$ cat config.mk
export PLATFORM = sky130hd
export DESIGN_NAME = ysyx_041461_divider
export DESIGN_NICKNAME = d
export VERILOG_FILES = /design/src/rtl/ysyx_041461_divider.sv
export SDC_FILE = /design/constraint.sdc
export NUM_CORES = 1
export LEC_CHECK = 0
export CORE_AREA = 2 2 182 255
export CTS_BUF_LIST = sky130_fd_sc_hd__clkbuf_8
export DETAILED_ROUTE_END_ITERATION = 10
export DIE_AREA = 0 0 184 257
export PLACE_DENSITY = 0.83
export SETUP_SLACK_MARGIN = 0.4
export SLEW_MARGIN = 20
export SYNTH_ARGS = -nofsm -noshare
export SYNTH_HDL_FRONTEND = slang
export SYNTH_SLANG_ARGS = --single-unit
$ cat constraint.sdc
create_clock -name clk -period 7 [get_ports clk]
set_clock_uncertainty 0.05 [all_clocks]
set_input_delay 1.4 -clock clk [delete_from_list [all_inputs] [get_ports clk]]
set_output_delay 1.4 -clock clk [all_outputs]
set_load 0.05 [all_outputs]
$ cat src/rtl/ysyx_041461_divider.sv
// Radix-2 shift-subtract divider for RV64M DIV/DIVU/REM/REMU and their W forms.
// Works on magnitudes and fixes the signs and the word-mode extension when the result is registered.
module ysyx_041461_divider #(
  parameter int XLEN = 64
) (
  input  logic            clk,
  input  logic            rst_n,
  input  logic            div_valid,
  output logic            div_ready,
  input  logic            div_signed,
  input  logic            div_word,
  input  logic [XLEN-1:0] div_dividend,
  input  logic [XLEN-1:0] div_divisor,
  input  logic            div_flush,
  output logic            out_valid,
  input  logic            out_ready,
  output logic [XLEN-1:0] out_quotient,
  output logic [XLEN-1:0] out_remainder
);

  localparam int CNT_W = $clog2(XLEN);

  typedef enum logic [1:0] {
    S_IDLE = 2'd0,
    S_BUSY = 2'd1,
    S_DONE = 2'd2
  } state_e;

  function automatic logic [XLEN-1:0] ext_op(input logic [XLEN-1:0] v, input logic word,
                                             input logic sgn);
    return word ? {{(XLEN-32){sgn & v[31]}}, v[31:0]} : v;
  endfunction

  function automatic logic [XLEN-1:0] word_fix(input logic [XLEN-1:0] v, input logic word);
    return word ? {{(XLEN-32){v[31]}}, v[31:0]} : v;
  endfunction

  state_e            state_q, state_d;
  logic [CNT_W-1:0]  cnt_q, cnt_d;
  logic [XLEN-1:0]   acc_q, acc_d;
  logic [XLEN-1:0]   dsr_q, dsr_d;
  logic [XLEN-1:0]   rem_q, rem_d;
  logic [XLEN-1:0]   quo_q, quo_d;
  logic [XLEN-1:0]   rmd_q, rmd_d;
  logic              qneg_q, qneg_d;
  logic              rneg_q, rneg_d;
  logic              word_q, word_d;

  logic signed [XLEN-1:0] a_ext, b_ext;
  logic [XLEN-1:0]        a_mag, b_mag;
  logic                   sign_a, sign_b;
  logic [XLEN:0]          rem_sh, diff;
  logic [XLEN-1:0]        acc_nx, rem_nx, q_fix, r_fix;

  always_comb begin
    state_d = state_q;
    cnt_d   = cnt_q;
    acc_d   = acc_q;
    dsr_d   = dsr_q;
    rem_d   = rem_q;
    quo_d   = quo_q;
    rmd_d   = rmd_q;
    qneg_d  = qneg_q;
    rneg_d  = rneg_q;
    word_d  = word_q;

    a_ext  = ext_op(div_dividend, div_word, div_signed);
    b_ext  = ext_op(div_divisor, div_word, div_signed);
    sign_a = div_signed & a_ext[XLEN-1];
    sign_b = div_signed & b_ext[XLEN-1];
    a_mag  = sign_a ? $unsigned(-a_ext) : $unsigned(a_ext);
    b_mag  = sign_b ? $unsigned(-b_ext) : $unsigned(b_ext);

    // acc shifts dividend bits out of the top while quotient bits enter at the bottom
    rem_sh = {rem_q, acc_q[XLEN-1]};
    diff   = rem_sh - {1'b0, dsr_q};
    acc_nx = {acc_q[XLEN-2:0], ~diff[XLEN]};
    rem_nx = diff[XLEN] ? rem_sh[XLEN-1:0] : diff[XLEN-1:0];
    q_fix  = word_fix(qneg_q ? (~acc_nx + XLEN'(1)) : acc_nx, word_q);
    r_fix  = word_fix(rneg_q ? (~rem_nx + XLEN'(1)) : rem_nx, word_q);

    if (div_flush) begin
      state_d = S_IDLE;
    end else begin
      unique case (state_q)
        S_IDLE: begin
          if (div_valid) begin
            acc_d  = a_mag;
            dsr_d  = b_mag;
            rem_d  = '0;
            cnt_d  = '0;
            qneg_d = sign_a ^ sign_b;
            rneg_d = sign_a;
            word_d = div_word;
            if (b_ext == '0) begin
              quo_d   = '1;
              rmd_d   = word_fix(a_ext, div_word);
              state_d = S_DONE;
            end else begin
              state_d = S_BUSY;
            end
          end
        end
        S_BUSY: begin
          acc_d = acc_nx;
          rem_d = rem_nx;
          cnt_d = cnt_q + CNT_W'(1);
          if (cnt_q == CNT_W'(XLEN-1)) begin
            quo_d   = q_fix;
            rmd_d   = r_fix;
            state_d = S_DONE;
          end
        end
        S_DONE: begin
          if (out_ready) state_d = S_IDLE;
        end
        default: state_d = S_IDLE;
      endcase
    end
  end

  always_ff @(posedge clk or negedge rst_n) begin
    if (!rst_n) begin
      state_q <= S_IDLE;
      cnt_q   <= '0;
      acc_q   <= '0;
      dsr_q   <= '0;
      rem_q   <= '0;
      quo_q   <= '0;
      rmd_q   <= '0;
      qneg_q  <= 1'b0;
      rneg_q  <= 1'b0;
      word_q  <= 1'b0;
    end else begin
      state_q <= state_d;
      cnt_q   <= cnt_d;
      acc_q   <= acc_d;
      dsr_q   <= dsr_d;
      rem_q   <= rem_d;
      quo_q   <= quo_d;
      rmd_q   <= rmd_d;
      qneg_q  <= qneg_d;
      rneg_q  <= rneg_d;
      word_q  <= word_d;
    end
  end

  assign div_ready     = (state_q == S_IDLE);
  assign out_valid     = (state_q == S_DONE);
  assign out_quotient  = quo_q;
  assign out_remainder = rmd_q;

endmodule

Word-level counts from Yosys, hierarchy flattened
Cells that the tools add are included.

operators by class
  add/subtract/negate cells = 6
  multipliers = 0
  div/mod/pow operators = 0
  order comparisons = 0
  eq/ne operators = 9
  shift-type cells = 0
  mux-type cells = 30
  bitwise operators = 9
  reduce and logical (&&, ||, !) cells = 7

operators by type and width
  kind                                                   count
  2-to-1 mux 64 bit                                      18
  one-hot mux 64 bit (2 select lines)                    4
  adder 64 x 1 -> 64 bit, second input constant          2
  negation 64 bit                                        2
  NOT 64 bit                                             2
  subtractor 65 x 64 -> 65 bit                           1
  logical NOT 64 bit                                     1
  one-hot mux 6 bit (2 select lines)                     1
  2-to-1 mux 2 bit                                       5
  AND reduction 3 bit                                    3
  adder 6 x 1 -> 6 bit, second input constant            1
  equality test 6 bit, second input constant             1
  2-to-1 mux 6 bit                                       1
  inequality test 3 x 2 -> 1 bit, second input constant  2
  one-hot mux 2 bit (3 select lines)                     1
  AND reduction 5 bit                                    1
  bitwise AND 1 bit                                      4
  inequality test 2 bit, second input constant           2
  inequality test 3 bit, second input constant           1
  equality test 2 x 1 -> 1 bit, second input constant    1
  equality test 2 bit, second input constant             1
  logical NOT 2 bit                                      1
  inequality test 2 x 1 -> 1 bit, second input constant  1
  NOT 1 bit                                              2
  other kinds (2)                                        2

storage, ports and cells
  bits in registers = 331
  bits in latches = 0
  bits in writable memories = 0
  ROM bits = 0
  bits of input ports = 135
  output and inout bits = 130
  logic and storage cells = 71
  memories kept = 0

Depth between registers and ports, before layout
Gate-level depths: netlist of run 1.

  depth in word-level cells = 8
  gate-level depth with buffers = 27
  mapped depth without buffers = 24

Worst setup path after synthesis of run 1
No wires, ideal clock.

  kind = flip-flop to flip-flop
  start = register acc_q[63]
  end = register rmd_q[56] (netlist: out_remainder[56])
  setup time = 0.127 ns
  data arrival time = 5.723 ns
  required time = 6.823 ns
  setup slack = 1.101 ns
  stages on the path, launching flop included = 28
  path buffers = 3
  clock period less this slack = 5.899 ns
  cell sequence = dfrtp_1 inv_1 ha_1 fa_1 nor2b_1 o21a_1 o211ai_1 a21oi_2 o21bai_2 a21oi_2 nor2_8 inv_2 buf_2 clkbuf_1 clkbuf_1 nor2_1 a21oi_1 ha_1 nand2_1 nor4b_1 nor4bb_1 and4_1 a311oi_1 a31o_2 or4_4 a21oi_2 xnor2_1 o21ai_1

on the way
  cells in the longest elaborated chain, start to end = 8

ends and longest elaborated chain
  element                                RTL line  source
  start, declared                        40        logic [XLEN-1:0] acc_q, acc_d;
  start signal, assigned                 126       acc_q <= '0;
  start signal, assigned                 137       acc_q <= acc_d;
  subtractor 65 x 64 -> 65 bit           76        diff = rem_sh - {1'b0, dsr_q};
  2-to-1 mux 64 bit *                    78        rem_nx = diff[XLEN] ? rem_sh[XLEN-1:0] : diff[XLEN-1:0];
  NOT 64 bit                             80        r_fix = word_fix(rneg_q ? (~rem_nx + XLEN'(1)) : rem_nx, word_q);
  adder 64 x 1 -> 64 bit                 80
  2-to-1 mux 64 bit *                    80
  2-to-1 mux 64 bit *                    35        return word ? {{(XLEN-32){v[31]}}, v[31:0]} : v;
  2-to-1 mux 64 bit *                    108       if (cnt_q == CNT_W'(XLEN-1)) begin
  one-hot mux 64 bit (2 select lines) *  85        unique case (state_q)
  end signal, assigned                   141       rmd_q <= rmd_d;
  end, declared                          44        logic [XLEN-1:0] rmd_q, rmd_d;

Every way passes the cells marked *; elsewhere a longest branch is shown, timed or not. The select of a mux whose other input is x is not followed.
A chain may end at the register's enable or synchronous reset.

Final worst setup path of run 1
  start = register rem_q[53]
  end = register quo_q[62] (netlist: out_quotient[62])

on the way
  cells in the longest elaborated chain, start to end = 8

ends and longest elaborated chain
  element                              RTL line  source
  start, declared                      42        logic [XLEN-1:0] rem_q, rem_d;
  start signal, assigned               139       rem_q <= rem_d;
  subtractor 65 x 64 -> 65 bit         76
  NOT 1 bit                            77        acc_nx = {acc_q[XLEN-2:0], ~diff[XLEN]};
  NOT 64 bit                           79        q_fix = word_fix(qneg_q ? (~acc_nx + XLEN'(1)) : acc_nx, word_q);
  adder 64 x 1 -> 64 bit               79
  2-to-1 mux 64 bit                    79
  2-to-1 mux 64 bit                    35
  2-to-1 mux 64 bit                    108
  one-hot mux 64 bit (2 select lines)  85
  end signal, assigned                 140       quo_q <= quo_d;
  end, declared                        43        logic [XLEN-1:0] quo_q, quo_d;

Every way passes these cells. The select of a mux whose other input is x is not followed.

==> results of run 1 <==
## flip-flops by register name, summed over array words and instances, names as in the netlist
signal	cells
rneg_q	1
rem_q	64
dsr_q	64
out_remainder	64
word_q	1
state_q	2
out_quotient	64
cnt_q	6
acc_q	64
qneg_q	1
## through the flow
stage / setup WS (ns) / total power [mW] / hold WS [ns]
2_1_floorplan: 1.10 / 6.51 / 0.393
3_3_place_gp: 0.797 / 8.13 / 0.411
3_5_place_dp: 0.680 / 8.20 / 0.420
4_1_cts: 0.968 / 9.99 / 0.435
5_1_grt: 0.442 / 10.6 / 0.444
6_report: 0.871 / 10.0 / 0.426
## worst min-delay path by stage
stage / startpoint / to / cells past startpoint
floorplan: dsr_q[35]$_DFFE_PN0P_ / dsr_q[35]$_DFFE_PN0P_ / 2
global placement: dsr_q[27]$_DFFE_PN0P_ / dsr_q[27]$_DFFE_PN0P_ / 2
detailed placement: out_remainder[21]$_DFFE_PN0P_ / out_remainder[21]$_DFFE_PN0P_ / 2
CTS: out_remainder[21]$_DFFE_PN0P_ / out_remainder[21]$_DFFE_PN0P_ / 2
global route: out_remainder[21]$_DFFE_PN0P_ / out_remainder[21]$_DFFE_PN0P_ / 2
finish: dsr_q[49]$_DFFE_PN0P_ / dsr_q[49]$_DFFE_PN0P_ / 2
## logic make-up after synthesis
logic type      Yosys count
simple gates           1335
fa+ha+maj                70
xor+xnor                250
buf+inv                 316
compound gates         1168
mux                      66
flops                   331
## power breakdown
group / switching, mW / leakage [nW] / internal, mW / total, mW
Sequential: 0.560 / 4.04 / 2.50 / 3.06
Combinational: 3.45 / 7.99 / 1.75 / 5.20
Clock: 0.835 / 0.622 / 0.951 / 1.79
Total: 4.85 / 12.7 / 5.20 / 10.0
## layer usage
metal | vias up | GRT usage [%] | wire (µm) | part of all wire (%)
li1 | 13049 | - | - | -
met1 | 12634 | 46.5 | 35100 | 39
met2 | 1385 | 61.4 | 42000 | 47
met3 | 340 | 4.53 | 6840 | 7.6
met4 | 0 | 24.6 | 6420 | 7.1
met5 | - | 0 | 0 | 0
## cell usage in the layout (no fill, tap or decap), types with 12 or more instances in the layout
cell type,n
xor2_1,148
nor4_1,40
mux2i_1,56
a21boi_0,21
a22o_1,12
o21ai_0,368
a21oi_1,323
o21a_1,16
or3_1,58
a21o_1,30
nor3_1,95
nand3_1,55
inv_1,105
nand2_1,484
or2_2,12
ha_1,69
and2_1,14
or4_1,24
nand4_1,44
o211ai_1,25
nor2b_1,22
o41ai_1,21
o21ai_1,48
a211oi_1,23
and3_1,15
nor2_1,385
buf_4,51
clkdlybuf4s50_1,262
o31ai_1,52
clkbuf_8,68
xnor2_1,102
nand2b_1,26
dfrtp_1,330
o22a_1,33
a31oi_1,34
## worst max-delay path: stages (launching register included)
cell	delay [ns]
dfrtp_1	0.46
ha_1	0.50
nand4_1	0.22
nor3_1	0.44
a21oi_1	0.16
and4_1	0.24
or2_1	0.25
a21oi_2	0.29
nor2_8	0.09
inv_2	0.15
buf_4	0.24
ha_1	0.22
nand3b_1	0.12
or4_1	0.52
nor2_1	0.28
nand2_1	0.13
o21ai_0	0.55
o21ai_0	0.31
a21oi_1	0.30
nand2_1	0.11
xnor2_1	0.15
nor2_1	0.06
o22a_1	0.17
## area by class of cell
type / count / area, µm²
Antenna cell: 3 / 7.51
Clock buffer: 68 / 936
Clock inverter: 24 / 190
Fill cell: 3836 / 14100
Inverter: 99 / 372
Multi-Input combinational cell: 2889 / 17200
Sequential cell: 331 / 8280
Tap cell: 564 / 706
Timing Repair Buffer: 317 / 3070
==> impl_results.md, run 1 <==
- Synth Area in XOR/XNOR: just over 8%
- Seq cells post-synth: ~330
- Sum Neg Setup Slack: 0 ns
- Largest family of logic cells by synthesized area: compound AO/OA/AOI/OAI gates
- Gpl congestion: about 1.0
- Ys async rst share: 100%
- Count of nets after finishing: between 3k and 4k
- Via count: ~27k
- Layout cells sized above 1: between 5 and 6%
- Simple-gate share of the synthesized area: a little under a quarter
- Rel. slew slack: 31.6%
- Area delta synth->final: 15.3%
- GRT overflow: 0
- Placement row count: ~90
- 1st-iter DRT viols: about 2.8k
- Total setup buffers inserted after CTS: 0
- Post-DP HPWL: 69200 µm
- Max Cap Viol: 0
- Area of the core: roughly 45000 µm²
- DIE HEIGHT: 257 µm
- Initial antenna violation count: 4
- Syn Inst Count: 3536
- Top-area cell type share of the netlist area: a little under a third
- Peak supply drop: 0.228 mV
- Adder-cell share of the synthesized area: 3.31%
- Placed insts: about 4.2k
- Core Util, Final: between 60% and 70%
- Vias in the first global route: 25.8k
- Crit start category: flip-flop
- EDFF count, synth: 0
- Starting Density: 59.5%
- DRC viols: 0
- Crit. Startpoint: rem_q[53]$_DFFE_PN0P_
- Global-route usage over all layers: 37.5%
- Final ANT Viol Nets: 0
- Post-synth top area cell: dfrtp_1
- Top achievable clock speed: approximately 160 MHz
- Slew Limit Fails: 0
- Maximum level of the CTS H-tree: 2
- Outcome: complete, no violations
- Num CTS Buffers: between 50 and 60
- Reg-to-reg startpoint: rem_q[53]$_DFFE_PN0P_
- Fin cells: 4295
- CP endpoint: out_quotient[62]$_DFFE_PN0P_
- WP data arrival: 6.60 ns
- Synth Cell Area: 26700 µm²
- Post-synthesis sequential area ratio: between 30% and 40%
- P_leak: 12.7 nW
- Total routed wirelength: approximately 90000 µm
- CP Class: reg -> reg
- Predominant post-synthesis flop cell: dfrtp_1
- RSZ-0062 raised after global routing: false
- RR Endpoint: out_quotient[62]$_DFFE_PN0P_
- Drt via density: 6.38
- Synth area leaders: dfrtp_1, o21ai_0, nand2_1, a21oi_1, nor2_1
- Post-synth top cells: nand2_1, nor2_1, o21ai_0
- Pin count of the biggest net entering global routing: 162
- Post-synth cell types: 98
- Die X: around 180 µm
- Cells on worst reg2reg path: 22
- Layout Cell Area excl Fill: a little over 30000 µm²
- Pwr/cell area: ~330 nW/µm²
- Boundary Pins: roughly 270
- Post_cts resized: 0
- Drt pass-1 iters: 9
- Wire per inst: approximately 21 µm
- Syn Area/Cell: between 7 and 8 µm²
- Syn_nets: around 3.7k
- Mux contribution to synthesized area: under 10%
- CTS root buffer: clkbuf_8
- YS warnings: 0
- Max FO, Critical Path: 15
- Clock sinks: 331
- Required time of the critical path: roughly 7.5 ns
- Clock period minus worst slack: between 6 and 7 ns
- Synth Area in Compound Gates: around 27%
- Hold-fix buffers at CTS: 0
- DIE AREA: roughly 47000 µm²
- IO Port Bufs: roughly 260
- Worst Max-Slew Pin Slew: 1.03 ns
- Fin. Hold Viols: 0
- Number of setup violations in the final report: 0
- Min-delay worst type: reg -> reg
- Count leader, synth: nand2_1
- Clock latency at the later pin of the worst-skew pair: approximately 0.65 ns
- Setup crit end kind: flip-flop
- DP Area: around 30000 µm²
- First-pass GRT wire length: about 140000 µm
- Tcrit/Tclk final: about 88%
- Reg clk slew, reported paths: ~0.060 ns
- Bufs on Longest Clock Path: 3
- CTS tree: done
- Worst reg2reg setup slack: roughly 0.87 ns
(Power assumes the default switching activity.)
==> run 2: changes to the inputs <==
- CORE_AREA: 2 2 182 255 -> 2 2 191 269
- DIE_AREA: 0 0 184 257 -> 0 0 193 271
- PLACE_DENSITY: 0.83 -> 0.79
- clock period: 7 -> 5.4 ns (I/O delays scaled with it)
==> run 2 against run 1 <==
Clock power up 28%. Worst setup slack lost 0.36 ns. Highest routed layer unchanged. Fmax rose by 25%. Largest cell class unchanged. Global-route usage is 0.84 points lower. Total power is 36% higher. Cell count rose by 5.9%. Routed wire length increased by 8.5%. Combinational power rose by 42%. Critical path depth fell by 7. Non-clock buffer count grew 174.
==> impl_results.md, run 2 (synthesis gave the netlist of run 1 again) <==
- Clock latency at the later pin of the worst-skew pair: between 0.6 and 0.7 ns
- Number of setup violations in the final report: 0
- Layout cells sized above 1: 12.2%
- Fin. Hold Viols: 0
- Count of nets after finishing: between 4k and 5k
- Hold-fix buffers at CTS: 0
- Num CTS Buffers: 52
- Clock sinks: ~330
- Cells on worst reg2reg path: 15
- Max Cap Viol: 0
- 1st-iter DRT viols: 2723
- Maximum level of the CTS H-tree: 2
- P_leak: roughly 14 nW
- M2 GR Usage: about three fifths
- Initial antenna violation count: 5
- Post-DP HPWL: 75400 µm
- Global-route usage over all layers: 36.7%
- Met1 usage: 45.6%
- Cell mode on critical path: a31oi_1
- Max FO, Critical Path: 8
- CP max stage cell: or3_1
- Rel. slew slack: 38.0%
- Reg clk slew, reported paths: approximately 0.070 ns
- GRT overflow: 0
- Drt via density: between 6 and 7
- WP buf/inv: 1
- Gpl congestion: just over 1
- Bufs on Longest Clock Path: 3
- Worst Max-Slew Pin Slew: slightly above 0.9 ns
- Commonest non-fill, non-tap cell in the layout: nand2_1
- CP cell instances: ha_1 > a21oi_4 > o21ai_2 > a211o_1 > a211oi_2 > xnor2_1 > or3_4 > nor4_4 > a31oi_1 > buf_4 > or3_1 > nor4_2 > a31oi_1 > or4_1 > o2111ai_1
- Pwr/cell area: between 400 and 500 nW/µm²
- Area delta synth->final: 23.3%
- GRT busiest layer: met2
- RSZ-0062 raised after global routing: true
- WP data arrival: approximately 5.4 ns
- Commonest cells after routing, fill and taps aside: nand2_1, nor2_1, o21ai_0
- DIE HEIGHT: approximately 270 µm
- Top Family by Delay on Critical Path: simple AND/OR/NAND/NOR gates
- Top achievable clock speed: 204 MHz
- Required time of the critical path: roughly 6 ns
- Setup crit end kind: flip-flop
- Wire per inst: 21.6 µm
- Pwr Total: roughly 14 mW
- Setup WS pre-CTS: -0.0612 ns
- Drt pass-1 iters: 6
- Pin count of the biggest net entering global routing: roughly 190
- Total routed wirelength: slightly below 100000 µm
- Area of the core: 49800 µm²
- Crit start category: flip-flop
- Boundary Pins: roughly 270
- Core Util, Final: around 66%
- Min-delay worst type: in -> async
- Outcome: complete, no violations
- DRC viols: 0
- Vias in the first global route: between 20k and 30k
- DIE AREA: 52300 µm²
- Final ANT Viol Nets: 0
- CP Class: reg -> reg
- Peak supply drop: 0.425 mV
- First-pass GRT wire length: around 150000 µm
- WP depth: 15
- Clock period minus worst slack: between 4 and 5 ns
- Max incr delay on CP: 0.50 ns
- Via count: 28.5k
- Tcrit/Tclk final: between 90% and 100%
- Starting Density: 53.7%
- IO Port Bufs: about 260
- CTS root buffer: clkbuf_8
- Worst hold margin: 0.367 ns
- Worst setup margin: ~0.5 ns
- Die X: between 150 and 200 µm
- Slew Limit Fails: 0
- Placement row count: 97
- Fillcell total: about 4.4k
- Grt met3 use: around 4.0%
- CTS tree: done
run 2: worst reg2reg max path: cells and delay by family, from the launching register on:
| kind | cells | cell delay [ns] |
|---|---|---|
| flops | 1 | 0.45 |
| fa+ha+maj | 1 | 0.44 |
| simple gates | 5 | 1.90 |
| buf+inv | 1 | 0.18 |
| xor+xnor | 1 | 0.27 |
| compound gates | 7 | 1.54 |
run 2: path summary, 6_finish.rpt:
kind / start / end / slack [ns]
max in group asynchronous: rst_n / out_quotient[55]$_DFFE_PN0P_ / 3.76
min in group clk: dsr_q[37]$_DFFE_PN0P_ / dsr_q[37]$_DFFE_PN0P_ / 0.42
worst max register to register: rem_q[5]$_DFFE_PN0P_ / out_remainder[63]$_DFFE_PN0P_ / 0.51
worst min-delay path: rst_n / dsr_q[6]$_DFFE_PN0P_ / 0.37
worst max-delay path: rem_q[5]$_DFFE_PN0P_ / out_remainder[63]$_DFFE_PN0P_ / 0.51
worst min register to register: dsr_q[37]$_DFFE_PN0P_ / dsr_q[37]$_DFFE_PN0P_ / 0.42
run 2: cell type report:
type                       instances  area, µm²  area share (%)
timing repair buffer             491       4470            13.6
tap                              643        805            2.44
inverter                          99        377            1.14
clock buffer                      66        908            2.76
sequential                       331       8290            25.2
antenna                            4       10.0          0.0304
multi-input combinational       2889      17900            54.2
clock inverter                    27        199           0.604
run 2: routing by layer:
metal	vias up	wire length, µm
met4	0	6400
met1	13423	37700
met5	-	0
met3	324	7080
met2	1331	46900
li1	13385	-
run 2: per-stage QoR:
| step | setup TNS [ns] | instance area [µm²] | instances |
|---|---|---|---|
| after floorplan | 0 | 26900 | 3536 |
| after global placement | -0.0603 | 31100 | 4436 |
| after detailed placement | -0.0612 | 31100 | 4436 |
| after CTS | 0 | 32300 | 4536 |
| after global routing | 0 | 32900 | 4550 |
| final | 0 | 32900 | 4550 |
run 2: power by group:
part           internal [mW]  leakage, nW  total [mW]  switching [mW]
combinational           2.65         8.94        7.38            4.73
sequential              3.24         4.03        3.96           0.722
clock                   1.20        0.623        2.30            1.10
run 2: what timing repair did:
action,4_1_cts,5_1_grt
gates resized for setup,15,95
buffers inserted,7,10
pin swaps,6,24
setup endpoints to repair,24,46
